<file path="config.mk">
export PLATFORM = sky130hd
export DESIGN_NAME = btn_event_encoder_flat
export DESIGN_NICKNAME = d
export VERILOG_FILES = /design/src/rtl/btn_event_encoder_if.sv /design/src/rtl/btn_event_encoder.sv /design/src/flat_wrapper.sv
export SDC_FILE = /design/constraint.sdc
export NUM_CORES = 1
export LEC_CHECK = 0
export ABC_AREA = 1
export CAP_MARGIN = 20
export CORE_MARGIN = 4
export CORE_UTILIZATION = 50
export CTS_CLUSTER_SIZE = 10
export DETAILED_ROUTE_END_ITERATION = 16
export GPL_TIMING_DRIVEN = 0
export PLACE_DENSITY_LB_ADDON = 0.08
export SYNTH_ARGS = -nofsm -noshare
export SYNTH_HDL_FRONTEND = slang
export SYNTH_SLANG_ARGS = --single-unit
</file>
<file path="constraint.sdc">
create_clock -name clk -period 4.27 [get_ports clk]
set_input_delay 0.427 -clock clk [delete_from_list [all_inputs] [get_ports clk]]
set_output_delay 0.427 -clock clk [all_outputs]
set_load 0.01 [all_outputs]
</file>
<file path="src/rtl/btn_event_encoder_if.sv">
// Event stream handshake between btn_event_encoder and its consumer.
// The producer drives a show-ahead head entry (row/col/release) with ev_valid;
// the consumer pops it by asserting ev_ready while ev_valid is high.
//   master : producer side (drives ev_valid, ev_row, ev_col, ev_release)
//   slave  : consumer side (drives ev_ready)
interface btn_event_encoder_if #(
   parameter int unsigned RW = 3,
   parameter int unsigned CW = 3
);
   logic          ev_valid;
   logic          ev_ready;
   logic [RW-1:0] ev_row;
   logic [CW-1:0] ev_col;
   logic          ev_release;

   modport master (output ev_valid, ev_row, ev_col, ev_release, input ev_ready);
   modport slave  (input ev_valid, ev_row, ev_col, ev_release, output ev_ready);
endinterface

</file>
<file path="src/rtl/btn_event_encoder.sv">
// Button array event encoder.
// Synchronises and debounces a ROWS x COLS array of raw button levels, reports
// the lowest-index held button as a registered row/col, and queues every
// debounced press edge as a (row, col) event in a show-ahead FIFO.
// Optional macro BTN_RELEASE_EVT_EN: release edges are queued too, with
// ev_release=1; when undefined, releases are ignored and ev_release is 0.
// Ports:
//   clk, rst_n       clock, asynchronous active-low reset
//   btn[N]           raw button levels, btn[i] is row i/COLS, col i%COLS
//   held_any/row/col registered lowest-index held button (0 when none)
//   ev (master)      event stream: ev_valid/ev_ready/ev_row/ev_col/ev_release
//   ev_overflow      sticky flag, set when an edge was merged into a pending one
//   ovf_clr          clears ev_overflow (a same-cycle set wins)
module btn_event_encoder #(
   parameter int unsigned ROWS     = 5,
   parameter int unsigned COLS     = 5,
   parameter int unsigned DB_TICKS = 100000,
   parameter int unsigned DB_COUNT = 4,
   parameter int unsigned DEPTH    = 8,
   localparam int unsigned N  = ROWS * COLS,
   localparam int unsigned RW = (ROWS > 1) ? $clog2(ROWS) : 1,
   localparam int unsigned CW = (COLS > 1) ? $clog2(COLS) : 1
) (
   input  logic                clk,
   input  logic                rst_n,
   input  logic [N-1:0]        btn,
   output logic                held_any,
   output logic [RW-1:0]       held_row,
   output logic [CW-1:0]       held_col,
   btn_event_encoder_if.master ev,
   output logic                ev_overflow,
   input  logic                ovf_clr
);

   localparam int unsigned PW      = (DB_TICKS > 1) ? $clog2(DB_TICKS) : 1;
   localparam int unsigned AW      = $clog2(DEPTH);
   localparam logic [3:0]  DbCount = 4'(DB_COUNT);
`ifdef BTN_RELEASE_EVT_EN
   // Request k is button k/2; odd k is its release, so press wins for equal index.
   localparam int unsigned NR = 2 * N;
`else
   localparam int unsigned NR = N;
`endif

   logic [N-1:0]     s1, s2, deb, deb_d, rise, pend, gnt_press;
   logic [3:0]       cnt [N];
   logic [PW-1:0]    presc;
   logic             tick;
   logic [NR-1:0]    req, gnt;
   logic             sel_found;
   logic [RW-1:0]    sel_row, held_row_d;
   logic [CW-1:0]    sel_col, held_col_d;
   logic             push, pop, full, ovf_set;
   logic [AW-1:0]    wr_ptr, rd_ptr;
   logic [AW:0]      count;
   logic [RW+CW-1:0] mem [DEPTH];
`ifdef BTN_RELEASE_EVT_EN
   logic [N-1:0]     fall, pend_rel, gnt_rel;
   logic             sel_rel;
   logic [DEPTH-1:0] mem_rel;
`endif

   assign tick = (presc == PW'(DB_TICKS - 1));

   // Synchroniser, prescaler and per-button debounce counters.
   always_ff @(posedge clk or negedge rst_n) begin
      if (!rst_n) begin
         s1    <= '0;
         s2    <= '0;
         deb   <= '0;
         deb_d <= '0;
         presc <= '0;
         for (int i = 0; i < N; i++) cnt[i] <= '0;
      end else begin
         s1    <= btn;
         s2    <= s1;
         deb_d <= deb;
         presc <= tick ? '0 : presc + PW'(1);
         if (tick) begin
            for (int i = 0; i < N; i++) begin
               if (s2[i] != deb[i]) begin
                  if (cnt[i] + 4'd1 == DbCount) begin
                     deb[i] <= s2[i];
                     cnt[i] <= '0;
                  end else begin
                     cnt[i] <= cnt[i] + 4'd1;
                  end
               end else begin
                  cnt[i] <= '0;
               end
            end
         end
      end
   end

   assign rise = deb & ~deb_d;
`ifdef BTN_RELEASE_EVT_EN
   assign fall = ~deb & deb_d;
`endif

   always_comb begin
      req = '0;
`ifdef BTN_RELEASE_EVT_EN
      for (int i = 0; i < N; i++) begin
         req[2*i]   = pend[i];
         req[2*i+1] = pend_rel[i];
      end
`else
      req = pend;
`endif
   end

   // Fixed-priority arbiter: lowest request index wins the single push slot.
   always_comb begin
      sel_found = 1'b0;
      sel_row   = '0;
      sel_col   = '0;
      gnt       = '0;
`ifdef BTN_RELEASE_EVT_EN
      sel_rel   = 1'b0;
`endif
      for (int k = 0; k < NR; k++) begin
         if (!sel_found && req[k]) begin
            sel_found = 1'b1;
            gnt[k]    = 1'b1;
`ifdef BTN_RELEASE_EVT_EN
            sel_row   = RW'((k / 2) / COLS);
            sel_col   = CW'((k / 2) % COLS);
            sel_rel   = k[0];
`else
            sel_row   = RW'(k / COLS);
            sel_col   = CW'(k % COLS);
`endif
         end
      end
   end

`ifdef BTN_RELEASE_EVT_EN
   always_comb begin
      gnt_press = '0;
      gnt_rel   = '0;
      for (int i = 0; i < N; i++) begin
         gnt_press[i] = gnt[2*i];
         gnt_rel[i]   = gnt[2*i+1];
      end
   end
`else
   assign gnt_press = gnt;
`endif

   assign full = (count == (AW+1)'(DEPTH));
   assign pop  = ev.ev_valid & ev.ev_ready;
   // A full FIFO still accepts a push when the head leaves in the same cycle.
   assign push = sel_found & (~full | pop);

   // Only an edge that cannot be kept separately is counted as lost.
`ifdef BTN_RELEASE_EVT_EN
   assign ovf_set = |(rise & pend & ~(gnt_press & {N{push}})) |
                    |(fall & pend_rel & ~(gnt_rel & {N{push}}));
`else
   assign ovf_set = |(rise & pend & ~(gnt_press & {N{push}}));
`endif

   // Lowest-index held button; scanning downward lets the lowest index win.
   always_comb begin
      held_row_d = '0;
      held_col_d = '0;
      for (int i = N - 1; i >= 0; i--) begin
         if (deb[i]) begin
            held_row_d = RW'(i / COLS);
            held_col_d = CW'(i % COLS);
         end
      end
   end

   // Pending edges, sticky overflow and held outputs.
   always_ff @(posedge clk or negedge rst_n) begin
      if (!rst_n) begin
         pend        <= '0;
`ifdef BTN_RELEASE_EVT_EN
         pend_rel    <= '0;
`endif
         ev_overflow <= 1'b0;
         held_any    <= 1'b0;
         held_row    <= '0;
         held_col    <= '0;
      end else begin
         pend <= (pend & ~(gnt_press & {N{push}})) | rise;
`ifdef BTN_RELEASE_EVT_EN
         pend_rel <= (pend_rel & ~(gnt_rel & {N{push}})) | fall;
`endif
         if (ovf_set) begin
            ev_overflow <= 1'b1;
         end else if (ovf_clr) begin
            ev_overflow <= 1'b0;
         end
         held_any <= |deb;
         held_row <= held_row_d;
         held_col <= held_col_d;
      end
   end

   // Event FIFO.
   always_ff @(posedge clk or negedge rst_n) begin
      if (!rst_n) begin
         wr_ptr  <= '0;
         rd_ptr  <= '0;
         count   <= '0;
         for (int i = 0; i < DEPTH; i++) mem[i] <= '0;
`ifdef BTN_RELEASE_EVT_EN
         mem_rel <= '0;
`endif
      end else begin
         if (push) begin
            mem[wr_ptr] <= {sel_row, sel_col};
`ifdef BTN_RELEASE_EVT_EN
            mem_rel[wr_ptr] <= sel_rel;
`endif
            wr_ptr <= wr_ptr + AW'(1);
         end
         if (pop) rd_ptr <= rd_ptr + AW'(1);
         if (push && !pop) begin
            count <= count + (AW+1)'(1);
         end else if (!push && pop) begin
            count <= count - (AW+1)'(1);
         end
      end
   end

   assign ev.ev_valid   = (count != '0);
   assign ev.ev_row     = mem[rd_ptr][RW+CW-1:CW];
   assign ev.ev_col     = mem[rd_ptr][CW-1:0];
`ifdef BTN_RELEASE_EVT_EN
   assign ev.ev_release = mem_rel[rd_ptr];
`else
   assign ev.ev_release = 1'b0;
`endif

endmodule

</file>
<file path="src/flat_wrapper.sv">
// flat-port wrapper written by rule: the top's interface ports become plain ports
module btn_event_encoder_flat 
#(
   parameter int unsigned ROWS     = 5,
   parameter int unsigned COLS     = 5,
   parameter int unsigned DB_TICKS = 100000,
   parameter int unsigned DB_COUNT = 4,
   parameter int unsigned DEPTH    = 8,
   localparam int unsigned N  = ROWS * COLS,
   localparam int unsigned RW = (ROWS > 1) ? $clog2(ROWS) : 1,
   localparam int unsigned CW = (COLS > 1) ? $clog2(COLS) : 1
)
  (clk, rst_n, btn, held_any, held_row, held_col, ev_overflow, ovf_clr, ev_ev_valid, ev_ev_row, ev_ev_col, ev_ev_release, ev_ev_ready);
  btn_event_encoder_if ev_i ();
  input  logic clk;
  input  logic rst_n;
  input  logic [N-1:0] btn;
  output logic held_any;
  output logic [RW-1:0] held_row;
  output logic [CW-1:0] held_col;
  output logic ev_overflow;
  input  logic ovf_clr;
  output wire logic [$bits(ev_i.ev_valid)-1:0] ev_ev_valid;
  output wire logic [$bits(ev_i.ev_row)-1:0] ev_ev_row;
  output wire logic [$bits(ev_i.ev_col)-1:0] ev_ev_col;
  output wire logic [$bits(ev_i.ev_release)-1:0] ev_ev_release;
  input wire logic [$bits(ev_i.ev_ready)-1:0] ev_ev_ready;
  assign ev_ev_valid = ev_i.ev_valid;
  assign ev_ev_row = ev_i.ev_row;
  assign ev_ev_col = ev_i.ev_col;
  assign ev_ev_release = ev_i.ev_release;
  assign ev_i.ev_ready = ev_ev_ready;
  btn_event_encoder #(.ROWS(ROWS), .COLS(COLS), .DB_TICKS(DB_TICKS), .DB_COUNT(DB_COUNT), .DEPTH(DEPTH)) u_core (.clk(clk), .rst_n(rst_n), .btn(btn), .held_any(held_any), .held_row(held_row), .held_col(held_col), .ev(ev_i), .ev_overflow(ev_overflow), .ovf_clr(ovf_clr));
endmodule
</file>
==> results of run 1 <==
-- power by group through the flow --
stage          clock network [mW]  registers, mW  logic, mW
2_1_floorplan                   0           3.41       1.35
3_3_place_gp                    0           3.47       1.98
3_5_place_dp                    0           3.46       2.02
4_1_cts                      2.86           3.42       2.03
5_1_grt                      2.97           3.46       2.30
6_report                     2.79           3.42       2.01
-- what timing repair did --
| item | CTS | global route |
|---|---|---|
| resized for setup | 0 | 0 |
| endpoints found under the hold margin | 72 | 0 |
| hold buffers | 1 | 0 |
-- state kept, by name (all words and copies together) (netlist names) --
| register | count |
|---|---|
| u_core.cnt | 100 |
| u_core.mem | 48 |
| u_core.deb | 25 |
| u_core.deb_d | 25 |
| u_core.pend | 25 |
| u_core.s1 | 25 |
| u_core.s2 | 25 |
| u_core.presc | 17 |
| u_core.count | 4 |
| u_core.held_col | 3 |
| u_core.held_row | 3 |
| u_core.rd_ptr | 3 |
| u_core.wr_ptr | 3 |
| u_core.ev_overflow | 1 |
| u_core.held_any | 1 |
-- logic make-up after synthesis --
| logic type | after synthesis |
|---|---|
| AND/OR/NAND/NOR | 656 |
| flip-flops | 308 |
| AO/OA/AOI/OAI | 271 |
| buffers and inverters | 250 |
| XOR/XNOR | 84 |
| adder cells (fa/ha/maj) | 45 |
| other | 1 |
-- routing by layer --
layer / up-vias / routed length (um) / global-route usage (%)
met5: - / 0 / 0
met4: 0 / 962 / 7.19
met3: 67 / 1500 / 3.20
met2: 241 / 14700 / 33.8
met1: 5141 / 15600 / 31.3
li1: 5377 / - / -
-- metrics by stage --
stage | worst slack (ns) | TNS [ns] | cells | hold WS [ns]
final | 0.648 | 0 | 2088 | 0.344
after floorplan | 1.09 | 0 | 1615 | 0.131
after detailed placement | 0.654 | 0 | 2039 | 0.335
after global placement | -10.82 | -3322.67 | 2036 | 0.332
after global routing | 0.379 | 0 | 2088 | 0.338
after CTS | 0.623 | 0 | 2088 | 0.331
-- worst paths after layout --
| path | startpoint | end | slack [ns] | cells after the start |
|---|---|---|---|---|
| max | u_core.pend[2]$_DFF_PN0_ | u_core.count[3]$_DFFE_PN0P_ | 0.65 | 23 |
| min | u_core.s1[20]$_DFF_PN0_ | u_core.s2[20]$_DFF_PN0_ | 0.34 | 0 |
| max reg2reg | u_core.pend[2]$_DFF_PN0_ | u_core.count[3]$_DFFE_PN0P_ | 0.65 | 23 |
| min reg2reg | u_core.s1[20]$_DFF_PN0_ | u_core.s2[20]$_DFF_PN0_ | 0.34 | 0 |
| max in group asynchronous | rst_n | u_core.s2[4]$_DFF_PN0_ | 2.36 | 4 |
| min in group asynchronous | rst_n | u_core.cnt[38]$_DFFE_PN0P_ | 0.47 | 2 |
-- cell usage in the layout (no fill, tap or decap), types with 2 or more instances in the layout --
| cell | n |
|---|---|
| a21oi_1 | 28 |
| a31oi_1 | 7 |
| buf_16 | 2 |
| buf_2 | 2 |
| buf_4 | 5 |
| clkbuf_1 | 36 |
| clkbuf_16 | 39 |
| clkbuf_8 | 2 |
| clkdlybuf4s50_1 | 42 |
| dfrtp_1 | 308 |
| ha_1 | 44 |
| inv_1 | 207 |
| inv_2 | 5 |
| nand2_1 | 368 |
| nand2_2 | 4 |
| nand3_1 | 93 |
| nand4_1 | 8 |
| nand4_4 | 3 |
| nor2_1 | 114 |
| nor2_2 | 5 |
| nor2_4 | 4 |
| nor3_1 | 38 |
| nor4_1 | 10 |
| o21ai_0 | 156 |
| o21ai_1 | 19 |
| o22ai_1 | 17 |
| o31ai_1 | 40 |
| or2_2 | 3 |
| xnor2_1 | 16 |
| xor2_1 | 68 |
-- final cells by class --
class | instances | area, um2
plain buffers | 38 | 164
clock buffers | 46 | 1020
inverters | 212 | 796
well taps | 378 | 473
multi-input cells | 1057 | 5640
flip-flops and latches | 308 | 7710
fillers | 2550 | 11700
clock inverters | 2 | 13.8
repair buffers | 47 | 512
-- critical path: cells and delay by family (launching register included) --
family / cells / cell delay, ns
buffers and inverters: 2 / 0.21
and+or+nand+nor: 16 / 1.93
AOI/OAI and AO/OA: 2 / 0.34
xor gates and xnor gates: 1 / 0.13
DFF: 1 / 0.43
adders and majority gates: 2 / 0.45
==> qor.csv, run 1 <==
stage,metric,value,unit
sta,setup_viol,0,
global_route,grt_max_degree,122,
hold_path,hp-class,flip-flop to flip-flop,
yosys,ys_ff_latch,308,
pwr,p_clk_share,33.9,%
global_route,antenna_found_initial,0,
finish,final_area,0.0163,mm2
yosys,synth_simple_gate_area_share,19.7,%
clock_network,clock_sinks,308,
route,wl_per_cell,15.7,um
clock_network,cts_tree,done,
route,dr_total_vias,10800,
floorplan,rows,61,
critical_path,cp_slowest_stage_delay,0.43,ns
clock_network,insertion_delay,0.51,ns
route,drt_iter0_markers,837,
route,drc,0,
flow_run,max_cap_violations,0,
sta,rsz0062_at_grt,false,
critical_path,critPathLaunchType,flip-flop,
placed_design,io_buffers,43,
clock_network,clockBufferDepth,3,
sta,timing.slew.headroom,41.1,%
route,drt_pass1_iterations,6,
sta,worst_pin_slew,0.884,ns
pwr,p_leak,8.30,nW
pwr,p_comb_share,24.5,%
finish,nets,1775,
critical_path,worstPathArrival,4.01,ns
finish,drive_above_1_share,4.80,%
critical_path,worst_setup_path_end_kind,flip-flop,
pwr,power_switching,2.65,mW
sta,max_freq,276,MHz
pwr,p_int,5.57,mW
global_route,grt_use_total,21.6,%
yosys,synthCells,1615,
yosys,synth_top_cell_area_share,53.9,%
critical_path,worst_ep_required_time,4.66,ns
yosys,synth_top_family_by_area,simple AND/OR/NAND/NOR gates,
global_route,grt_pass1_vias,10700,
yosys,netlist_top_cells_area,"dfrtp_1 54%, nand2_1 9.7%, o21ai_0 5.5%",
clock_network,root_buffer,clkbuf_16,
yosys,ys_seq_area_share,53.9,%
floorplan,die_w,177,um
yosys,synth_xor_area_share,5.15,%
pwr,total_power,8.22,mW
finish,area_growth,14.2,%
clock_network,h-tree-depth,2,
yosys,synth_enable_flop_cells,0,
yosys,muxShareOfSynthArea,0,%
yosys,synth_flop_cell,dfrtp_1,
global_route,grt_pass1_wl,54600,um
yosys,synth_area_per_cell,8.85,um2
pwr,swShare,32.2,%
critical_path,cp_max_fo,6,
yosys,synthesis.nets,1689,
yosys,synth_area,0.0143,mm2
yosys,yosys.cell_types.count,38,
run_status,outcome,"finished, final reports clean",
pwr,p_per_area,504,mW/mm2
yosys,yosysTopAreaCell,dfrtp_1,
finish,antenna_cells,0,
clock_network,numCtsBuffers,37,
clock_network,clk_pin_slew,0.06,ns
critical_path,worstPathCellList,nor2_2 -> nand3_2 -> nor2_2 -> nand4_1 -> nor2_2 -> nand4_2 -> nor2_4 -> nand4_4 -> nor2_4 -> nand4_4 -> nor2_4 -> nand4_4 -> nand2_4 -> inv_2 -> ha_1 -> inv_1 -> ha_1 -> a21o_1 -> a21oi_1 -> nand2_1 -> nand2_1 -> nor2_1 -> xor2_1,
floorplan,die_h,177,um
yosys,synth_fa_ha_area_share,3.99,%
finish,post-route-util,58.3,%
placed_design,hpwl,23000,um
critical_path,cpMaxStageDelayCell,dfrtp_1,
floorplan,core-area,0.0280,mm2
floorplan,pin_count,45,
yosys,async_reset_ff_share,100,%
pwr,pwr-share-seq,41.6,%
floorplan,dieArea,0.0314,mm2
route,via_per_inst,5.18,
sta,final_hold_viol_count,0,
yosys,synth-compound-area-share,10.5,%
critical_path,path_class,flip-flop to flip-flop,
sta,skew,0.0118,ns
pwr,ir_drop,276,uV
sta,period_needed,3.62,ns
route,antenna_left,0,
route,routed_wl,32800,um
placed_design,placed_area,0.0153,mm2
sta,period_share,84.8,%
yosys,synthTopCellsByCount,"368 x nand2_1, 308 x dfrtp_1, 207 x inv_1",
clock_network,cts_setup_buffers,0,
floorplan,start_util,51.0,%
yosys,yosysWarnings,0,
sta,finalMaxSlewViolations,0,
global_route,grt_overflow,0,
yosys,synthMostInstantiatedCell,nand2_1,
placed_design,place_congestion,0.911,
(Power assumes the default switching activity.)
==> inputs of run 2 (changes only) <==
==> constraint.sdc (replaced) <==
create_clock -name clk -period 3.5 [get_ports clk]
set_input_delay 0.35 -clock clk [delete_from_list [all_inputs] [get_ports clk]]
set_output_delay 0.35 -clock clk [all_outputs]
set_load 0.01 [all_outputs]
==> qor.csv, run 2 (synthesis results as in run 1) <==
stage,metric,value,unit
pwr,p_per_area,615,mW/mm2
critical_path,reg2reg_from,u_core.pend[0]$_DFF_PN0_,
clock_network,numCtsBuffers,37,
pwr,total_power,10.1,mW
sta,fin_ws,0.0732,ns
floorplan,start_util,51.0,%
global_route,grt_overflow,0,
critical_path,r2r_end,u_core.count[3]$_DFFE_PN0P_,
global_route,antenna_found_initial,0,
placed_design,place_congestion,0.911,
critical_path,worstPathArrival,3.82,ns
critical_path,worst_setup_path_end_kind,flip-flop,
sta,worst_pin_slew,0.903,ns
route,antenna_left,0,
global_route,grt_use_met1,31.3,%
finish,final_cell_mix,"368 x nand2_1, 308 x dfrtp_1, 206 x inv_1",
global_route,grt_max_degree,122,
finish,layout_commonest_cell,nand2_1,
clock_network,h-tree-depth,2,
route,dr_total_vias,10900,
global_route,gr-usage-met2,34.0,%
finish,drive_above_1_share,5.69,%
critical_path,worstPathCellList,nor2_4 -> nand3_2 -> nor2_2 -> nand4_1 -> nor2_2 -> nand4_2 -> nor2_4 -> nand4_4 -> nor2_4 -> nand4_4 -> nor2_4 -> nand4_4 -> nand2_4 -> inv_6 -> ha_4 -> inv_4 -> ha_1 -> a21o_1 -> a21oi_2 -> nand2_1 -> nand2_1 -> nor2_1 -> xor2_1,
floorplan,rows,61,
pwr,ir_drop,337,uV
hold_path,holdPathEnd,u_core.s1[0]$_DFF_PN0_,
placed_design,io_buffers,43,
critical_path,cp_slowest_stage_delay,0.42,ns
critical_path,crit_family,simple AND/OR/NAND/NOR gates,
hold_path,min_from,btn[0],
critical_path,r2r_slack,0.07,ns
critical_path,critPathLaunchType,flip-flop,
finish,antenna_cells,0,
route,drt_iter0_markers,827,
clock_network,clockBufferDepth,3,
sta,final_hold_viol_count,0,
critical_path,cpMaxStageDelayCell,dfrtp_1,
finish,num-fill-cells,2535,
route,via_per_inst,5.18,
route,drt_pass1_iterations,7,
run_status,outcome,"finished, final reports clean",
clock_network,root_buffer,clkbuf_16,
sta,setup_viol,0,
finish,multi_input_area,0.00566,mm2
finish,post-route-util,58.7,%
finish,nets,1786,
route,drc,0,
sta,period_needed,3.43,ns
finish,top_regs,"u_core.cnt x100, u_core.mem x48",
floorplan,die_w,177,um
clock_network,insertion_delay,0.51,ns
critical_path,crit_buf_inv,2,
clock_network,clock_sinks,308,
global_route,grt_pass1_wl,54700,um
critical_path,cpMostUsedCell,nor2_4,
floorplan,dieArea,0.0314,mm2
critical_path,r2r_cells,23,
critical_path,cp_max_fo,5,
finish,ff_latch_area,0.00771,mm2
clock_network,cts_tree,done,
hold_path,hp-class,input port to flip-flop,
sta,timing.slew.headroom,39.8,%
global_route,grt_pass1_vias,10700,
placed_design,hpwl,23000,um
sta,skew,0.0132,ns
critical_path,worst_ep_required_time,3.89,ns
global_route,grt_use_total,21.7,%
flow_run,max_cap_violations,0,
pwr,p_leak,8.36,nW
critical_path,startpoint,u_core.pend[0]$_DFF_PN0_,
sta,rsz0062_at_grt,true,
placed_design,pre_cts_ws,-0.116,ns
floorplan,core-area,0.0280,mm2
finish,area_growth,15.0,%
sta,period_share,97.9,%
global_route,grt_util_met3,3.20,%
hold_path,hold_path_depth,1,
finish,largest_register,u_core.cnt,
clock_network,clk_pin_slew,0.05,ns
finish,largest_reg_flops,100,
route,routed_wl,33000,um
route,wl_per_cell,15.7,um
critical_path,path_class,flip-flop to flip-flop,
global_route,busiest_layer,met2,
sta,finalMaxSlewViolations,0,
floorplan,pin_count,45,
floorplan,die_h,177,um
sta,max_freq,292,MHz
[run 2: cell types whose count changed in the layout (fill, tap and decap cells not counted), sizes merged]
cell,previous run,this run
buf,11,22
[run 2: routing by layer]
layer / vias to the layer above / share of wire (%)
li1: 5394 / -
met1: 5171 / 48
met2: 231 / 45
met3: 72 / 4.7
met4: 0 / 3.0
met5: - / 0
[run 2: what timing repair did]
item                                    4_1_cts  5_1_grt
buffers inserted                              4        7
endpoints found under the hold margin        72        0
endpoints found under the setup margin        1       10
hold buffers                                  1        0
gates resized for setup                       2       10
pin swaps                                     3       10
[run 2: stage by stage]
step	cells	instance area (um2)	hold slack (ns)	TNS, ns
after floorplan	1615	14300	0.0544	0
after global placement	2036	15200	0.332	-3536.91
after detailed placement	2039	15300	0.335	-0.116
after CTS	2092	16400	0.254	0
after global routing	2099	16400	0.261	-0.132
final	2099	16400	0.277	0
[run 2: worst max path at each step]
stage	cells past startpoint	slack, ns	endpoint
6_report	23	0.07	u_core.count[3]$_DFFE_PN0P_
5_1_grt	23	-0.13	u_core.count[3]$_DFFE_PN0P_
4_1_cts	22	0.04	u_core.count[3]$_DFFE_PN0P_
3_5_place_dp	23	-0.12	u_core.count[3]$_DFFE_PN0P_
3_3_place_gp	1	-11.51	u_core.cnt[97]$_DFFE_PN0P_
2_1_floorplan	23	0.32	u_core.count[3]$_DFFE_PN0P_
[run 2: worst reg2reg max path: cells and delay by family, from the launching register on]
kind | cells | cell delay (ns)
AO/OA/AOI/OAI | 2 | 0.34
XOR/XNOR | 1 | 0.13
adder cells (fa/ha/maj) | 2 | 0.39
buffers and inverters | 2 | 0.12
flip-flops | 1 | 0.42
AND/OR/NAND/NOR | 16 | 1.92
[run 2: layout make-up]
cell class                 count  area share, %
clock inverter                 2         0.0837
sequential                   308           46.9
multi-input combinational   1057           34.4
buffer                        38           1.01
inverter                     212           4.89
clock buffer                  46           6.22
tap                          378           2.88
timing repair buffer          58           3.62
[run 2: where the power goes]
group          internal [mW]  total, mW  leakage, nW  switching [mW]
Clock                   2.02       3.40        0.509            1.38
Combinational          0.886       2.53         3.78            1.64
Sequential              3.93       4.17         4.06           0.237
Total                   6.84       10.1         8.36            3.26
==> inputs of run 3 (changes only) <==
--- a/config.mk
+++ b/config.mk
@@ -12,6 +12,7 @@
 export CTS_CLUSTER_SIZE = 10
 export DETAILED_ROUTE_END_ITERATION = 16
 export GPL_TIMING_DRIVEN = 0
+export MAX_ROUTING_LAYER = met4
 export PLACE_DENSITY_LB_ADDON = 0.08
 export SYNTH_ARGS = -nofsm -noshare
 export SYNTH_HDL_FRONTEND = slang
==> constraint.sdc (replaced) <==
create_clock -name clk -period 4.2 [get_ports clk]
set_input_delay 0.42 -clock clk [delete_from_list [all_inputs] [get_ports clk]]
set_output_delay 0.42 -clock clk [all_outputs]
set_load 0.01 [all_outputs]
==> qor.csv, run 3 (synthesis results as in run 1) <==
stage,metric,value,unit
critical_path,r2r_cells,23,
placed_design,place_congestion,0.927,
pwr,p_int,5.66,mW
critical_path,cp_max_fo,6,
clock_network,clock_sinks,308,
route,drt_iter0_markers,863,
pwr,power_switching,2.70,mW
clock_network,root_buffer,clkbuf_16,
floorplan,core-area,0.0280,mm2
global_route,grt_use_total,22.3,%
critical_path,worst_ep_required_time,4.59,ns
clock_network,clockBufferDepth,3,
floorplan,dieArea,0.0314,mm2
critical_path,worst_setup_path_end_kind,flip-flop,
critical_path,path_class,flip-flop to flip-flop,
placed_design,dp_cells,2039,
floorplan,pin_count,45,
clock_network,clk_pin_slew,0.06,ns
sta,final_hold_viol_count,0,
placed_design,hpwl,23000,um
finish,final_cell_mix,"368 x nand2_1, 308 x dfrtp_1, 207 x inv_1",
critical_path,critPathLaunchType,flip-flop,
clock_network,insertion_delay,0.52,ns
pwr,pwr-share-seq,41.5,%
hold_path,holdPathEnd,u_core.s2[21]$_DFF_PN0_,
hold_path,hp-class,flip-flop to flip-flop,
clock_network,cts_tree,done,
sta,finalMaxSlewViolations,0,
sta,timing.slew.headroom,41.1,%
global_route,antenna_found_initial,0,
sta,skew,0.0141,ns
pwr,p_leak,8.30,nW
finish,largest_reg_flops,100,
sta,worst_pin_slew,0.883,ns
finish,stdcell_count,2088,
critical_path,r2r_slack,0.57,ns
flow_run,max_cap_violations,0,
finish,layout_commonest_cell,nand2_1,
clock_network,h-tree-depth,2,
finish,final_area,0.0163,mm2
sta,period_needed,3.63,ns
critical_path,reg2reg_from,u_core.pend[2]$_DFF_PN0_,
floorplan,rows,61,
finish,post-route-util,58.3,%
finish,antenna_cells,0,
global_route,grt_pass1_wl,54600,um
critical_path,r2r_end,u_core.count[3]$_DFFE_PN0P_,
sta,tns,0,ns
clock_network,numCtsBuffers,37,
run_status,outcome,"finished, final reports clean",
sta,period_share,86.5,%
route,wl_per_cell,15.7,um
finish,area_growth,14.2,%
critical_path,worstPathArrival,4.02,ns
placed_design,placed_area,0.0153,mm2
sta,max_freq,275,MHz
global_route,grt_max_degree,122,
placed_design,io_buffers,43,
hold_path,hold_path_depth,0,
pwr,p_clk_share,34.0,%
route,drc,0,
global_route,grt_overflow,0,
sta,rsz0062_at_grt,false,
sta,setup_viol,0,
route,antenna_left,0,
hold_path,min_from,u_core.s1[21]$_DFF_PN0_,
finish,top_regs,"u_core.cnt x100, u_core.mem x48",
finish,drive_above_1_share,4.80,%
route,drt_pass1_iterations,5,
pwr,swShare,32.3,%
pwr,p_comb_share,24.5,%
floorplan,start_util,51.0,%
pwr,p_per_area,512,mW/mm2
pwr,ir_drop,281,uV
global_route,grt_pass1_vias,10700,
finish,nets,1775,
route,dr_total_vias,10800,
floorplan,die_h,177,um
finish,largest_register,u_core.cnt,
floorplan,die_w,177,um
route,routed_wl,32700,um
route,via_per_inst,5.18,
==> run 3: cell count changes in the layout (fill, tap and decap cells not counted), sizes merged <==
| cell | before | now |
|---|---|---|
| buf | 22 | 11 |
==> run 3: through the flow <==
stage          power (mW)  hold WS, ns  setup WS, ns
4_1_cts              8.45        0.324         0.553
6_report             8.36        0.344         0.567
3_3_place_gp         5.53        0.332        -10.88
3_5_place_dp         5.58        0.335         0.584
2_1_floorplan        4.84        0.124          1.02
5_1_grt              8.87        0.331         0.315
==> run 3: timing repair <==
item,4_1_cts,5_1_grt
setup buffers,0,0
hold endpoints to repair,72,0
resized for setup,0,0
hold buffers,1,0
==> run 3: power groups by stage <==
stage,combinational (mW),clock [mW],sequential (mW)
3_3_place_gp,2.01,0,3.53
4_1_cts,2.06,2.91,3.47
3_5_place_dp,2.05,0,3.52
2_1_floorplan,1.37,0,3.47
6_report,2.05,2.84,3.47
5_1_grt,2.33,3.02,3.51
==> run 3: worst max path at each step <==
stage                                   startpoint                     endpoint  slack (ns)  cells after the start
final                     u_core.pend[2]$_DFF_PN0_  u_core.count[3]$_DFFE_PN0P_        0.57                     23
after global routing      u_core.pend[2]$_DFF_PN0_  u_core.count[3]$_DFFE_PN0P_        0.32                     23
after CTS                 u_core.pend[2]$_DFF_PN0_  u_core.count[3]$_DFFE_PN0P_        0.55                     23
after detailed placement  u_core.pend[2]$_DFF_PN0_  u_core.count[3]$_DFFE_PN0P_        0.58                     23
after global placement                       rst_n   u_core.cnt[97]$_DFFE_PN0P_      -10.88                      1
after floorplan           u_core.pend[3]$_DFF_PN0_  u_core.count[3]$_DFFE_PN0P_        1.02                     23
==> run 3: per-layer routing <==
layer / up-vias / track usage (%) / routed length [um]
met3: 77 / 3.16 / 1400
met4: 0 / 7.19 / 967
met2: 236 / 33.8 / 14600
li1: 5377 / - / -
met5: - / - / 0
met1: 5123 / 31.3 / 15700
==> run 3: final cells by class <==
cell class | count | area, um2
Buffer | 38 | 164
Clock buffer | 46 | 1020
Clock inverter | 2 | 13.8
Fill cell | 2550 | 11700
Inverter | 212 | 796
Multi-Input combinational cell | 1057 | 5640
Sequential cell | 308 | 7710
Tap cell | 378 | 473
Timing Repair Buffer | 47 | 512
==> run 3: worst max-delay path: stages (launching register included) <==
cell	delay, ns
dfrtp_1	0.43
nor2_2	0.16
nand3_2	0.11
nor2_2	0.12
nand4_1	0.15
nor2_2	0.16
nand4_2	0.13
nor2_4	0.14
nand4_4	0.11
nor2_4	0.13
nand4_4	0.11
nor2_4	0.18
nand4_4	0.14
nand2_4	0.14
inv_2	0.09
ha_1	0.21
inv_1	0.12
ha_1	0.24
a21o_1	0.17
a21oi_1	0.17
nand2_1	0.07
nand2_1	0.06
nor2_1	0.04
xor2_1	0.13
